`config.mk`:
```
export PLATFORM = sky130hd
export DESIGN_NAME = id_stage_pipe
export DESIGN_NICKNAME = d
export VERILOG_FILES = /design/src/rtl/id_stage_pipe.sv
export SDC_FILE = /design/constraint.sdc
export NUM_CORES = 2
export LEC_CHECK = 0
export ABC_CLOCK_PERIOD_IN_PS = 4000
export BUFFER_PORTS_ARGS = -buffer_cell sky130_fd_sc_hd__buf_2
export CORE_MARGIN = 2
export CORE_UTILIZATION = 35
export CTS_BUF_LIST = sky130_fd_sc_hd__clkbuf_4 sky130_fd_sc_hd__clkbuf_8 sky130_fd_sc_hd__clkbuf_16
export DETAILED_ROUTE_END_ITERATION = 16
export HOLD_SLACK_MARGIN = 0.1
export PLACE_DENSITY = 0.63
export SETUP_SLACK_MARGIN = 0.02
export SYNTH_ARGS = -nofsm -noshare
export SYNTH_HDL_FRONTEND = slang
export SYNTH_SLANG_ARGS = --single-unit
```
`constraint.sdc`:
```
create_clock -name clk -period 4 [get_ports clk]
set_input_delay 0.4 -clock clk [delete_from_list [all_inputs] [get_ports clk]]
set_output_delay 0.4 -clock clk [all_outputs]
set_load 0.005 [all_outputs]
```
`src/rtl/id_stage_pipe.sv`:
```
// -----------------------------------------------------------------------------
// id_stage_pipe
//
// Decode stage of the 5-stage MIPS pipeline. It sits between the IF/ID
// register and EX. The stage contains the register file, branch/jump
// resolution, load-use and branch-operand hazard detection, forwarding into
// the branch comparator, the ID/EX pipeline register and a stall counter.
//
// Ports
//   clk, rst                 rising-edge clock, asynchronous active-low reset
//   in_valid / in_ready      IF/ID -> ID handshake
//   instr, pc_plus4          instruction word and its PC+4
//   dec_*                    decoded control from the controller
//   wb_we/wb_addr/wb_data    write-back port into the register file
//   exmem_*                  EX/MEM state, used for forwarding and hazards
//   ex_ready / ex_valid      ID/EX -> EX handshake
//   flush                    squash the instruction currently in ID
//   ex_*                     registered ID/EX contents
//   branch_*, jump_*         combinational redirect to IF
//   stall, stall_cnt         hazard stall this cycle, saturating stall count
//
// Handshake: a transfer IF/ID -> ID happens on a rising edge where
// in_valid & in_ready & ~flush. A transfer ID/EX -> EX happens where
// ex_valid & ex_ready. When ex_ready is low, the ID/EX register holds every
// field. A flush also raises in_ready so that IF/ID can drop its entry.
// -----------------------------------------------------------------------------
module id_stage_pipe #(
   parameter int REG_AW    = 5,
   parameter int CTRL_W    = 15,
   parameter int WB_BYPASS = 1,
   parameter int CNT_W     = 16
) (
   input  logic              clk,
   input  logic              rst,
   input  logic              in_valid,
   output logic              in_ready,
   input  logic [31:0]       instr,
   input  logic [31:0]       pc_plus4,
   input  logic [CTRL_W-1:0] dec_ctrl,
   input  logic              dec_regwrite,
   input  logic              dec_mem_read,
   input  logic              dec_uses_rt,
   input  logic              dec_beq,
   input  logic              dec_bne,
   input  logic              dec_jump,
   input  logic [REG_AW-1:0] dec_wdst,
   input  logic              wb_we,
   input  logic [REG_AW-1:0] wb_addr,
   input  logic [31:0]       wb_data,
   input  logic              exmem_regwrite,
   input  logic              exmem_mem_read,
   input  logic [REG_AW-1:0] exmem_rd,
   input  logic [31:0]       exmem_aluout,
   input  logic              ex_ready,
   input  logic              flush,
   output logic              ex_valid,
   output logic [CTRL_W-1:0] ex_ctrl,
   output logic              ex_regwrite,
   output logic              ex_mem_read,
   output logic [REG_AW-1:0] ex_wdst,
   output logic [REG_AW-1:0] ex_rs,
   output logic [REG_AW-1:0] ex_rt,
   output logic [REG_AW-1:0] ex_rd,
   output logic [4:0]        ex_shamt,
   output logic [31:0]       ex_rs_data,
   output logic [31:0]       ex_rt_data,
   output logic [31:0]       ex_imm,
   output logic [31:0]       ex_pc_plus4,
   output logic              branch_taken,
   output logic              jump_taken,
   output logic [31:0]       branch_target,
   output logic [31:0]       jump_target,
   output logic              stall,
   output logic [CNT_W-1:0]  stall_cnt
);

   localparam int NREG = 1 << REG_AW;

   // ---------------------------------------------------------------- decode
   logic [REG_AW-1:0] rs_a, rt_a, rd_a;
   logic [31:0]       imm;

   assign rs_a = REG_AW'(instr[25:21]);
   assign rt_a = REG_AW'(instr[20:16]);
   assign rd_a = REG_AW'(instr[15:11]);
   assign imm  = {{16{instr[15]}}, instr[15:0]};

   // --------------------------------------------------------- register file
   logic [31:0] rf [NREG];

   always_ff @(posedge clk or negedge rst) begin
      if (!rst) begin
         for (int i = 0; i < NREG; i++) rf[i] <= '0;
      end else if (wb_we && wb_addr != '0) begin
         rf[wb_addr] <= wb_data;
      end
   end

   logic wb_live, wb_hit_rs, wb_hit_rt;
   logic [31:0] rs_val, rt_val;

   assign wb_live   = wb_we && (wb_addr != '0);
   assign wb_hit_rs = wb_live && (wb_addr == rs_a);
   assign wb_hit_rt = wb_live && (wb_addr == rt_a);

   // Plain read ports. These feed the ID/EX operands. Entry 0 is masked so
   // that r0 still reads as zero if the array is ever written some other way.
   assign rs_val = (rs_a == '0) ? 32'h0 :
                   ((WB_BYPASS != 0) && wb_hit_rs) ? wb_data : rf[rs_a];
   assign rt_val = (rt_a == '0) ? 32'h0 :
                   ((WB_BYPASS != 0) && wb_hit_rt) ? wb_data : rf[rt_a];

   // --------------------------------------------- branch operand forwarding
   // A load in EX/MEM has no data yet, so it is excluded here. The hazard
   // logic stalls on that case instead.
   logic exm_fwd_ok;
   logic [31:0] rs_f, rt_f;

   assign exm_fwd_ok = exmem_regwrite && !exmem_mem_read && (exmem_rd != '0);

   assign rs_f = (rs_a == '0)                          ? 32'h0        :
                 (exm_fwd_ok && exmem_rd == rs_a)      ? exmem_aluout :
                 wb_hit_rs                             ? wb_data      : rf[rs_a];
   assign rt_f = (rt_a == '0)                          ? 32'h0        :
                 (exm_fwd_ok && exmem_rd == rt_a)      ? exmem_aluout :
                 wb_hit_rt                             ? wb_data      : rf[rt_a];

   // --------------------------------------------------------------- hazards
   logic load_use, br_haz, idex_prod, exm_load, is_branch, accept;

   assign load_use  = ex_valid && ex_mem_read && (ex_wdst != '0) &&
                      ((ex_wdst == rs_a) || (dec_uses_rt && ex_wdst == rt_a));
   assign idex_prod = ex_valid && ex_regwrite && (ex_wdst != '0);
   assign exm_load  = exmem_mem_read && exmem_regwrite && (exmem_rd != '0);
   assign is_branch = dec_beq || dec_bne;
   assign br_haz    = is_branch &&
                      ((idex_prod && (ex_wdst == rs_a || ex_wdst == rt_a)) ||
                       (exm_load  && (exmem_rd == rs_a || exmem_rd == rt_a)));

   assign stall    = in_valid && !flush && (load_use || br_haz);
   assign in_ready = flush || (ex_ready && !stall);
   assign accept   = in_valid && in_ready && !flush;

   // -------------------------------------------------------------- redirect
   // accept already excludes stall, flush and back-pressure, so the taken
   // flags drop to 0 in all of those cases.
   assign branch_taken  = accept && ((dec_beq && rs_f == rt_f) ||
                                     (dec_bne && rs_f != rt_f));
   assign branch_target = pc_plus4 + {imm[29:0], 2'b00};
   assign jump_taken    = accept && dec_jump;
   assign jump_target   = {pc_plus4[31:28], instr[25:0], 2'b00};

   // ------------------------------------------------------ ID/EX register
   always_ff @(posedge clk or negedge rst) begin
      if (!rst) begin
         ex_valid    <= 1'b0;
         ex_ctrl     <= '0;
         ex_regwrite <= 1'b0;
         ex_mem_read <= 1'b0;
         ex_wdst     <= '0;
         ex_rs       <= '0;
         ex_rt       <= '0;
         ex_rd       <= '0;
         ex_shamt    <= '0;
         ex_rs_data  <= '0;
         ex_rt_data  <= '0;
         ex_imm      <= '0;
         ex_pc_plus4 <= '0;
      end else if (flush && ex_ready) begin
         ex_valid <= 1'b0;
      end else if (!ex_ready) begin
         // Back-pressure: hold everything, even when flush is asserted.
         ex_valid <= ex_valid;
      end else if (accept) begin
         // An all-zero word (sll r0,r0,0) is a nop, so it does not occupy EX.
         ex_valid    <= (instr != 32'h0);
         ex_ctrl     <= dec_ctrl;
         ex_regwrite <= dec_regwrite;
         ex_mem_read <= dec_mem_read;
         ex_wdst     <= dec_wdst;
         ex_rs       <= rs_a;
         ex_rt       <= rt_a;
         ex_rd       <= rd_a;
         ex_shamt    <= instr[10:6];
         ex_rs_data  <= rs_val;
         ex_rt_data  <= rt_val;
         ex_imm      <= imm;
         ex_pc_plus4 <= pc_plus4;
      end else begin
         // Bubble. The data fields keep their old contents and are don't-care.
         ex_valid <= 1'b0;
      end
   end

   // ------------------------------------------------------ stall counter
   always_ff @(posedge clk or negedge rst) begin
      if (!rst) begin
         stall_cnt <= '0;
      end else if (stall && (stall_cnt != '1)) begin
         stall_cnt <= stall_cnt + 1'b1;
      end
   end

endmodule

```
==> impl_metrics.tcl <==
set metrics [dict create \
    htree_num_levels 4 \
    routed_wl_mm 273 \
    switching_share 0.299 \
    first_iter_violations 5950 \
    synth_seq_cells 1185 \
    drv_cap 0 \
    rows 157 \
    critical_path.max_stage_delay_ps 510 \
    skew_ps 30.7 \
    critPathCaptureType "output pin" \
    insertion_delay_ps 820 \
    mostFrequentLayoutCells "1185 x dfrtp_1, 949 x mux2_2, 683 x buf_4, 457 x mux4_2, 415 x buf_2" \
    cts.sinks 1185 \
    comb_power_share 0.241 \
    worstPathArrival_ps 4830 \
    syn_inst 4959 \
    overflow 0 \
    grt_usage 0.289 \
    synthTopCellsByArea "dfrtp_1 46%, mux2_2 17%, mux4_2 16%" \
    r2r_start "ex_wdst[0]" \
    antenna_found_initial 19 \
    intPower_mw 26.9 \
    required_ps 3600 \
    pin_count 427 \
    vias 50600 \
    reg2reg_to "ex_rs_data[25]" \
    grt_max_degree 111 \
    seq_power_share 0.418 \
    final_util 0.436 \
    critPathKind "flip-flop to output pin" \
    place_hpwl_mm 190 \
    period_share 1.31 \
    synth_edf_count 0 \
    worstPathMaxFanout 3 \
    gp_congestion 1.03 \
    start_kind "flip-flop" \
    nets 6010 \
    grt_first_pass_wirelength_mm 385 \
    worst-slew-pin-transition_ps 1220 \
    yosysUniqueCellTypes 85 \
    tns_ps -1230 \
    rr_worst_depth 9 \
    cts_root_buf "clkbuf_16" \
    vias_per_cell 6.03 \
    cts_tree "built" \
    vdd_drop_max_uv 481 \
    clk_pin_slew_ps 60 \
    hold_viol 0 \
    rrSetupSlack_ps 830 \
    drcViolationCount 0 \
    syn_area_um2 64500 \
    io_buffers 424 \
    dieArea_um2 188000 \
    hold_path_depth 3 \
    yosys.area.top_type_share 0.459 \
    min_path_type "input pin to flip-flop" \
    area_delta_synth_final_pct 23.6 \
    synth_top_area_cell "dfrtp_1" \
    total_leakage_power_nw 35.7 \
    drive_gt1_frac 0.492 \
    finalSetupViolCount 1 \
    wire_per_inst_um 32.6 \
    worstHoldStart "instr[8]" \
    layout_setup_ws_ps -1230 \
    min_period_ps 5230 \
    p_switching_mw 11.4 \
    grt_pass1_vias 50600 \
    status "finished, violations left" \
    core_um2 183000 \
    final_common_cell "dfrtp_1" \
    chipHeight_um 433 \
    violations "setup timing" \
    rsz0062_at_grt "true" \
    ys_warn_count 0 \
    async_reset_ff_frac 1.00 \
    ys.flop_type "dfrtp_1" \
    numCtsBuffers 133 \
    cts.path.max_buffers 3 \
    hold_end "ex_shamt[2]" \
    ant_nets 0 \
    fmax_mhz 191 \
    crit_path_cell_trace "mux4_2 -> mux4_2 -> a222oi_1 -> buf_4 -> a21o_4 -> o211ai_1 -> a211o_1 -> a222oi_1 -> buf_4 -> o311a_1 -> nand4_1 -> o31a_1 -> o21ba_4 -> buf_6" \
    pre_cts_ws_ps -1020 \
    die_w_um 433 \
    slew_headroom 0.182 \
    post_synth.cell_area_avg_um2 13.0 \
    cp_slowest_cell "mux4_2" \
    initial_core_util 0.353 \
    drtPass1Iterations 8 \
    final_max_slew_viol_count 0 \
    crit_start "rf[782]" \
    p_clk_frac 0.341 \
    synth.yosys.seq_area_share 0.459 \
    powerDensity_nw_per_um2 480 \
]
==> cell families after synthesis <==
group | share of synthesized area
adder cells (fa/ha/maj) | 0.00613
flip-flops | 0.459
AO/OA/AOI/OAI | 0.0751
XOR/XNOR | 0.0117
multiplexers | 0.355
other | 0.0000581
buffers and inverters | 0.0411
AND/OR/NAND/NOR | 0.0518
==> per-layer routing <==
| metal | up-vias | share of wire | track usage |
|---|---|---|---|
| met5 | - | 0.00018 | 0 |
| met4 | 8 | 0.093 | 0.229 |
| met3 | 861 | 0.099 | 0.0762 |
| met2 | 3012 | 0.44 | 0.435 |
| met1 | 26300 | 0.37 | 0.350 |
| li1 | 20400 | - | - |
==> registers in the layout (all words and copies together), names as in the netlist <==
name / flops
ex_pc_plus4: 32
ex_rd: 5
ex_mem_read: 1
stall_cnt: 16
ex_rt_data: 32
ex_valid: 1
ex_rt: 5
ex_regwrite: 1
ex_shamt: 4
ex_rs: 5
rf: 1024
ex_ctrl: 15
ex_wdst: 5
ex_imm: 7
ex_rs_data: 32
==> critical path: cells and delay by family, from the launching register on <==
family                 cells  cell delay, ps
AO/OA/AOI/OAI              8            2000
AND/OR/NAND/NOR            1             140
multiplexers               2             980
flip-flops                 1             400
buffers and inverters      3             500
==> metrics by stage <==
stage          instance area (µm²)  instances  power [mW]  hold slack (ps)
4_1_cts                      79700       8375        38.1              102
5_1_grt                      79800       8386        39.7              115
6_report                     79800       8392        38.3              125
3_3_place_gp                 74300       8060        24.8              378
2_1_floorplan                64600       4960        21.0              104
3_5_place_dp                 74300       8060        25.1              384
==> cell type report <==
type	instances	area [µm²]
fillers	16800	103000
multi-input cells	3190	32500
flip-flops and latches	1185	29700
repair buffers	1263	9720
clock buffers	189	3950
well taps	2464	3080
clock inverters	51	678
inverters	34	130
diodes	16	40.0
==> worst max path at each step <==
stage / end / slack (ps) / depth (start not counted)
floorplan: branch_taken / 60 / 12
global placement: branch_taken / -1100 / 18
detailed placement: branch_taken / -1020 / 18
CTS: branch_taken / -1180 / 14
global route: branch_taken / -1370 / 14
finish: branch_taken / -1230 / 14
==> power by group through the flow <==
stage / registers (mW) / logic, mW / clock network (mW)
detailed placement: 16.1 / 8.98 / 0
CTS: 15.9 / 9.08 / 13.1
floorplan: 15.5 / 5.49 / 0
global placement: 15.9 / 8.82 / 0
global route: 16.2 / 9.80 / 13.7
finish: 16.0 / 9.25 / 13.1
==> Yosys cell counts, types with 38 or more instances <==
cell type     n
mux2_2      949
a22oi_1      66
buf_4        84
dfrtp_1    1185
buf_1        64
a21oi_1      91
clkbuf_1    310
o21ai_0     231
nor2_1      118
nand3_1      60
o22ai_1      38
xnor2_1      65
buf_2        89
mux2i_1     184
mux4_2      457
nand2_1     388
==> repair_timing <==
item                                    in CTS  in global routing
resized for setup                            9                 13
endpoints found under the setup margin       4                  6
buffers inserted                             1                  1
pin swaps                                    5                  3
gates cloned                                 0                  0
hold endpoints to repair                   180                  0
hold buffers                                74                  0
No activity file was read; power rests on OpenSTA's default activity.
